===== config.mk =====
export PLATFORM = sky130hd
export DESIGN_NAME = counter_run_ctrl_flat
export DESIGN_NICKNAME = d
export VERILOG_FILES = /design/src/rtl/counter_pkg.sv /design/src/rtl/counter_run_ctrl_if.sv /design/src/rtl/counter_mod_n.sv /design/src/rtl/counter_run_ctrl.sv /design/src/flat_wrapper.sv
export SDC_FILE = /design/constraint.sdc
export NUM_CORES = 1
export LEC_CHECK = 0
export BUFFER_PORTS_ARGS = -buffer_cell sky130_fd_sc_hd__buf_2
export CAP_MARGIN = 20
export CORE_UTILIZATION = 37
export DETAILED_ROUTE_END_ITERATION = 12
export SYNTH_ARGS = -nofsm -noshare
export SYNTH_HDL_FRONTEND = slang
export SYNTH_SLANG_ARGS = --single-unit
export TNS_END_PERCENT = 30

===== constraint.sdc =====
create_clock -name clk -period 1.9 [get_ports clk]
set_input_delay 0.19 -clock clk [delete_from_list [all_inputs] [get_ports clk]]
set_output_delay 0.19 -clock clk [all_outputs]
set_load 0.005 [all_outputs]

===== src/rtl/counter_pkg.sv =====
// Shared definitions for the counter run controller slice.
//   state_t       : controller state encoding (IDLE/RUN/HOLD/DONE)
//   COUNTER_WIDTH : default counter width
package counter_pkg;

    localparam int unsigned COUNTER_WIDTH = 3;

    typedef enum logic [1:0] {
        ST_IDLE = 2'd0,
        ST_RUN  = 2'd1,
        ST_HOLD = 2'd2,
        ST_DONE = 2'd3
    } state_t;

endpackage


===== src/rtl/counter_run_ctrl_if.sv =====
// Request/status bundle between a job issuer and counter_run_ctrl.
//   master : issuer side  (drives req_valid, req_len, pause, abort)
//   slave  : controller   (drives req_ready, count, busy, done, aborted)
interface counter_run_ctrl_if
    import counter_pkg::*;
#(
    parameter int unsigned WIDTH = COUNTER_WIDTH
) ();

    logic             req_valid;
    logic [WIDTH-1:0] req_len;
    logic             req_ready;
    logic             pause;
    logic             abort;
    logic [WIDTH-1:0] count;
    logic             busy;
    logic             done;
    logic             aborted;

    modport master (
        output req_valid, req_len, pause, abort,
        input  req_ready, count, busy, done, aborted
    );

    modport slave (
        input  req_valid, req_len, pause, abort,
        output req_ready, count, busy, done, aborted
    );

endinterface


===== src/rtl/counter_mod_n.sv =====
// Synchronous mod-2^WIDTH counter datapath.
//   clk : clock (rising edge)
//   rst : asynchronous active-high reset, out -> 0
//   en  : increment (wraps at 2^WIDTH)
//   clr : synchronous clear, wins over en
//   out : registered count value
module counter_mod_n
    import counter_pkg::*;
#(
    parameter int unsigned WIDTH = COUNTER_WIDTH
) (
    input  logic             clk,
    input  logic             rst,
    input  logic             en,
    input  logic             clr,
    output logic [WIDTH-1:0] out
);

    always_ff @(posedge clk or posedge rst) begin
        if (rst) begin
            out <= '0;
        end else if (clr) begin
            out <= '0;
        end else if (en) begin
            out <= out + WIDTH'(1);
        end
    end

endmodule


===== src/rtl/counter_run_ctrl.sv =====
// Run controller for the counter datapath: accepts a job length through a
// valid/ready handshake and sequences the counter through clear, count,
// pause and terminate, reporting completion (done) or abort (aborted).
//   clk, rst : clock and asynchronous active-high reset
//   bus      : slave side of counter_run_ctrl_if
//              in : req_valid, req_len, pause, abort
//              out: req_ready (comb, idle), count, busy, done, aborted
// Parameters: WIDTH (counter width), AUTO_RELOAD (restart at terminal count).
module counter_run_ctrl
    import counter_pkg::*;
#(
    parameter int unsigned WIDTH       = COUNTER_WIDTH,
    parameter bit          AUTO_RELOAD = 1'b0
) (
    input  logic                clk,
    input  logic                rst,
    counter_run_ctrl_if.slave   bus
);

    state_t           state_q, state_d;
    logic [WIDTH-1:0] len_q;
    logic [WIDTH-1:0] count_w;
    logic             busy_q, done_q, aborted_q;
    logic             cnt_en, cnt_clr, load_len, done_d, aborted_d;
    logic             at_terminal;

    counter_mod_n #(
        .WIDTH (WIDTH)
    ) u_counter (
        .clk (clk),
        .rst (rst),
        .en  (cnt_en),
        .clr (cnt_clr),
        .out (count_w)
    );

    assign at_terminal = (count_w == len_q);

    // Priority inside an active run: abort > pause > terminal count.
    always_comb begin
        state_d   = state_q;
        cnt_en    = 1'b0;
        cnt_clr   = 1'b0;
        load_len  = 1'b0;
        done_d    = 1'b0;
        aborted_d = 1'b0;
        case (state_q)
            ST_IDLE: begin
                if (bus.req_valid) begin
                    load_len = 1'b1;
                    cnt_clr  = 1'b1;
                    state_d  = ST_RUN;
                end
            end
            ST_RUN: begin
                if (bus.abort) begin
                    cnt_clr   = 1'b1;
                    aborted_d = 1'b1;
                    state_d   = ST_IDLE;
                end else if (bus.pause) begin
                    state_d = ST_HOLD;
                end else if (at_terminal) begin
                    done_d = 1'b1;
                    if (AUTO_RELOAD) begin
                        // Restart in place; done lines up with count showing 0.
                        cnt_clr = 1'b1;
                    end else begin
                        state_d = ST_DONE;
                    end
                end else begin
                    cnt_en = 1'b1;
                end
            end
            ST_HOLD: begin
                if (bus.abort) begin
                    cnt_clr   = 1'b1;
                    aborted_d = 1'b1;
                    state_d   = ST_IDLE;
                end else if (!bus.pause) begin
                    state_d = ST_RUN;
                end
            end
            ST_DONE: begin
                state_d = ST_IDLE;
            end
            default: begin
                state_d = ST_IDLE;
            end
        endcase
    end

    always_ff @(posedge clk or posedge rst) begin
        if (rst) begin
            state_q   <= ST_IDLE;
            len_q     <= '0;
            busy_q    <= 1'b0;
            done_q    <= 1'b0;
            aborted_q <= 1'b0;
        end else begin
            state_q   <= state_d;
            busy_q    <= (state_d != ST_IDLE);
            done_q    <= done_d;
            aborted_q <= aborted_d;
            if (load_len) begin
                len_q <= bus.req_len;
            end
        end
    end

    assign bus.req_ready = (state_q == ST_IDLE);
    assign bus.count     = count_w;
    assign bus.busy      = busy_q;
    assign bus.done      = done_q;
    assign bus.aborted   = aborted_q;

endmodule

===== src/flat_wrapper.sv =====
// flat-port wrapper written by rule: the top's interface ports become plain ports
module counter_run_ctrl_flat import counter_pkg::*;
#(
    parameter int unsigned WIDTH       = COUNTER_WIDTH,
    parameter bit          AUTO_RELOAD = 1'b0
)
  (clk, rst, bus_req_valid, bus_req_len, bus_pause, bus_abort, bus_req_ready, bus_count, bus_busy, bus_done, bus_aborted);
  counter_run_ctrl_if #(.WIDTH(WIDTH)) bus_i ();
  input  logic clk;
  input  logic rst;
  input wire logic [$bits(bus_i.req_valid)-1:0] bus_req_valid;
  input wire logic [$bits(bus_i.req_len)-1:0] bus_req_len;
  input wire logic [$bits(bus_i.pause)-1:0] bus_pause;
  input wire logic [$bits(bus_i.abort)-1:0] bus_abort;
  output wire logic [$bits(bus_i.req_ready)-1:0] bus_req_ready;
  output wire logic [$bits(bus_i.count)-1:0] bus_count;
  output wire logic [$bits(bus_i.busy)-1:0] bus_busy;
  output wire logic [$bits(bus_i.done)-1:0] bus_done;
  output wire logic [$bits(bus_i.aborted)-1:0] bus_aborted;
  assign bus_i.req_valid = bus_req_valid;
  assign bus_i.req_len = bus_req_len;
  assign bus_i.pause = bus_pause;
  assign bus_i.abort = bus_abort;
  assign bus_req_ready = bus_i.req_ready;
  assign bus_count = bus_i.count;
  assign bus_busy = bus_i.busy;
  assign bus_done = bus_i.done;
  assign bus_aborted = bus_i.aborted;
  counter_run_ctrl #(.WIDTH(WIDTH), .AUTO_RELOAD(AUTO_RELOAD)) u_core (.clk(clk), .rst(rst), .bus(bus_i));
endmodule

==> results.json <==
{
  "status": "complete, but fails checks",
  "violations": "design-rule violations",
  "synth_flop_cell": "dfrtp_1",
  "vias_per_cell": 5.077,
  "syn_nets": 69,
  "initial_core_util_pct": 41.41,
  "relSlewSlack_pct": 71.47,
  "power.net_switching_uw": 415.8,
  "nets": 89,
  "crit_buf_inv": 1,
  "setup_viol": 0,
  "hold_viol_final": 0,
  "synth_edf_count": 0,
  "placed_area_um2": 735.7,
  "critPathMaxFanout": 4,
  "fin_crit_ns": 1.720,
  "hold_path.class": "input pin to register",
  "worstMarginPinSlew_ns": 0.4275,
  "max_clock_freq_ghz": 0.5815,
  "wl_um": 1138,
  "vias": 462,
  "avgRoutedWirePerCell_um": 12.51,
  "clk_path_buf_depth": 2,
  "clock_sinks": 11,
  "antenna_found_initial": 0,
  "syn_avg_cell_area_um2": 11.53,
  "syn_inst": 56,
  "p_int_uw": 657.6,
  "combPwrFrac_pct": 49.1,
  "netlist_area_um2": 645.6,
  "die_x_um": 43.77,
  "start_kind": "register",
  "cpMaxStageDelayCell": "dfrtp_1",
  "grt_pass1_vias": 435,
  "post_cts_resized": 0,
  "drtIter0Drc": 4,
  "core_um2": 1559,
  "rsz0062_at_grt": "false",
  "ir_drop_mv": 0.7022,
  "crit_arrival_ns": 1.86,
  "power_frac_seq_pct": 36.6,
  "cts_tree": "yes",
  "postSynth.asyncResetShare_pct": 100.0,
  "rows": 14,
  "synth_adder_area_share_pct": 9.690,
  "route.detailed.drc": 1,
  "final_cell_area_um2": 772.0,
  "track_usage_pct": 14.75,
  "utilization_pct": 49.52,
  "synth_mux_area_share_pct": 6.783,
  "synth_xor_area_share_pct": 8.915,
  "ys_warn_count": 0,
  "power.density_nw_per_um2": 1390,
  "met2_usage_pct": 22.09,
  "synthToLayoutAreaGrowth_pct": 19.57,
  "clock_power_share_pct": 14.3,
  "setup_tns_ns": 0,
  "reg2reg_slack_ns": 0.18,
  "worstSetupPathType": "register to register",
  "grt_overflow": 0,
  "cp_top_family": "simple AND/OR/NAND/NOR gates",
  "synthSimpleGateAreaFrac_pct": 14.15,
  "cts_made_buffers": 3,
  "numPortBuffers": 14,
  "synth_top_family_by_area": "compound AO/OA/AOI/OAI gates",
  "drive_gt1_share_pct": 36.00,
  "globalplace.congestion": 0.8058,
  "drtAntennaViolNets": 0,
  "grt_max_degree": 12,
  "path_cells": "inv_1, ha_1, or3b_4, a31oi_4, mux2i_1, nor2_1",
  "cpPeakStageDelay_ns": 0.42,
  "clk_pin_slew_ns": 0.07,
  "worst_setup_path_end_kind": "register",
  "use_met1_pct": 17.82,
  "seq_area_frac_synth_pct": 42.64,
  "globalRouteMet3Util_pct": 5.417,
  "ys_seq_elements": 11,
  "root_buffer": "clkbuf_4",
  "dieHeight_um": 43.77,
  "cp.required_ns": 2.04,
  "drv_slew": 0,
  "period_share_pct": 90.50,
  "p_sw_share_pct": 38.74,
  "synth_cell_types": 27,
  "cap_violations": 0,
  "p_leak_uw": 0.0003737,
  "skew_ns": 0.007687,
  "synth_compound_area_share_pct": 14.92,
  "dieArea_um2": 1916,
  "ioPinCount": 15,
  "grt_pass1_wl_um": 2001,
  "clk_latency_ns": 0.26,
  "dp_hpwl_um": 891.5,
  "drtPass1Iterations": 8,
  "htreeDepth": 1,
  "top_usage_layer": "met2",
  "antenna_cells": 0
}
==> per-layer routing <==
| layer | share of wire [%] | wire (um) |
|---|---|---|
| met1 | 43 | 494 |
| met2 | 49 | 562 |
| met3 | 6.3 | 72 |
| met4 | 0.79 | 9 |
| met5 | 0 | 0 |
==> cells by family (layout without fill, tap and decap cells) <==
logic type	count (synthesis)	count (layout)
XOR/XNOR	4	4
multiplexers	4	4
AND/OR/NAND/NOR	16	16
buffers and inverters	5	24
AO/OA/AOI/OAI	11	11
flip-flops	11	11
adder cells (fa/ha/maj)	5	5
==> cells in the final DEF, fill, tap and decap left out, types with 2 or more instances in the layout <==
cell,instances
xnor2_2,3
inv_1,5
ha_1,5
buf_2,14
nor2_1,4
dfrtp_1,11
mux2_2,3
nand2_1,2
clkbuf_4,3
a21oi_1,4
==> power by group through the flow <==
stage               clock [uW]  sequential, uW  combinational, uW
CTS                        162             395                533
finish                     153             393                527
floorplan                    0             393                399
detailed placement           0             400                528
global route               177             407                579
global placement             0             397                516
==> cell usage after synthesis, types with 2 or more instances <==
cell	number	share of area, %
a21oi_1	4	3.1
ha_1	5	9.7
nor2_1	4	2.3
dfrtp_1	11	43
nand2_1	2	1.2
xnor2_2	3	7.6
mux2_2	3	5.2
inv_1	5	2.9
==> through the flow <==
step / hold slack [ns] / total power (uW) / cells / setup WS, ns
floorplan: 0.04244 / 792.0 / 56 / 0.3296
global placement: 0.2019 / 913.0 / 86 / 0.1996
detailed placement: 0.2039 / 927.8 / 86 / 0.1958
CTS: 0.1459 / 1089 / 91 / 0.1767
global route: 0.1375 / 1163 / 91 / 0.06581
finish: 0.1527 / 1073 / 91 / 0.1804
==> state kept, by name, indices dropped and copies added, names as in the netlist <==
| register | count |
|---|---|
| u_core.bus.aborted | 1 |
| u_core.bus.busy | 1 |
| u_core.bus.done | 1 |
| u_core.len_q | 3 |
| u_core.state_q | 2 |
| u_core.u_counter.out | 3 |
==> worst register-to-register path: cells and delay by family, from the launching register on <==
family	cells	cell delay, ns
multiplexers	1	0.21
AND/OR/NAND/NOR	2	0.47
adder cells (fa/ha/maj)	1	0.20
buffers and inverters	1	0.09
AO/OA/AOI/OAI	1	0.22
flip-flops	1	0.42
==> layout make-up <==
class / instances / area [um2]
Fill cell: 150 / 787.0
Sequential cell: 11 / 275.3
Timing Repair Buffer: 15 / 80.08
Inverter: 5 / 18.77
Tap cell: 16 / 20.02
Multi-Input combinational cell: 40 / 351.6
Clock buffer: 4 / 26.28
==> path summary, 6_finish.rpt <==
path	startpoint	end	cells after the start
setup reg to reg	u_core.state_q[1]	u_core.u_counter.out[1]	6
setup / recovery	u_core.state_q[1]	u_core.u_counter.out[1]	6
hold / removal	bus_req_len[2]	u_core.len_q[2]	2
hold reg to reg	u_core.len_q[0]	u_core.len_q[0]	1
max in group asynchronous	rst	u_core.len_q[0]	3
min in group asynchronous	rst	u_core.bus.done	3
==> repair_timing <==
item                                   in CTS  in global routing
hold buffers                                1                  0
endpoints found under the hold margin      11                  0
buffers inserted                            0                  0
Note: power is estimated with default switching activity, not from simulation.
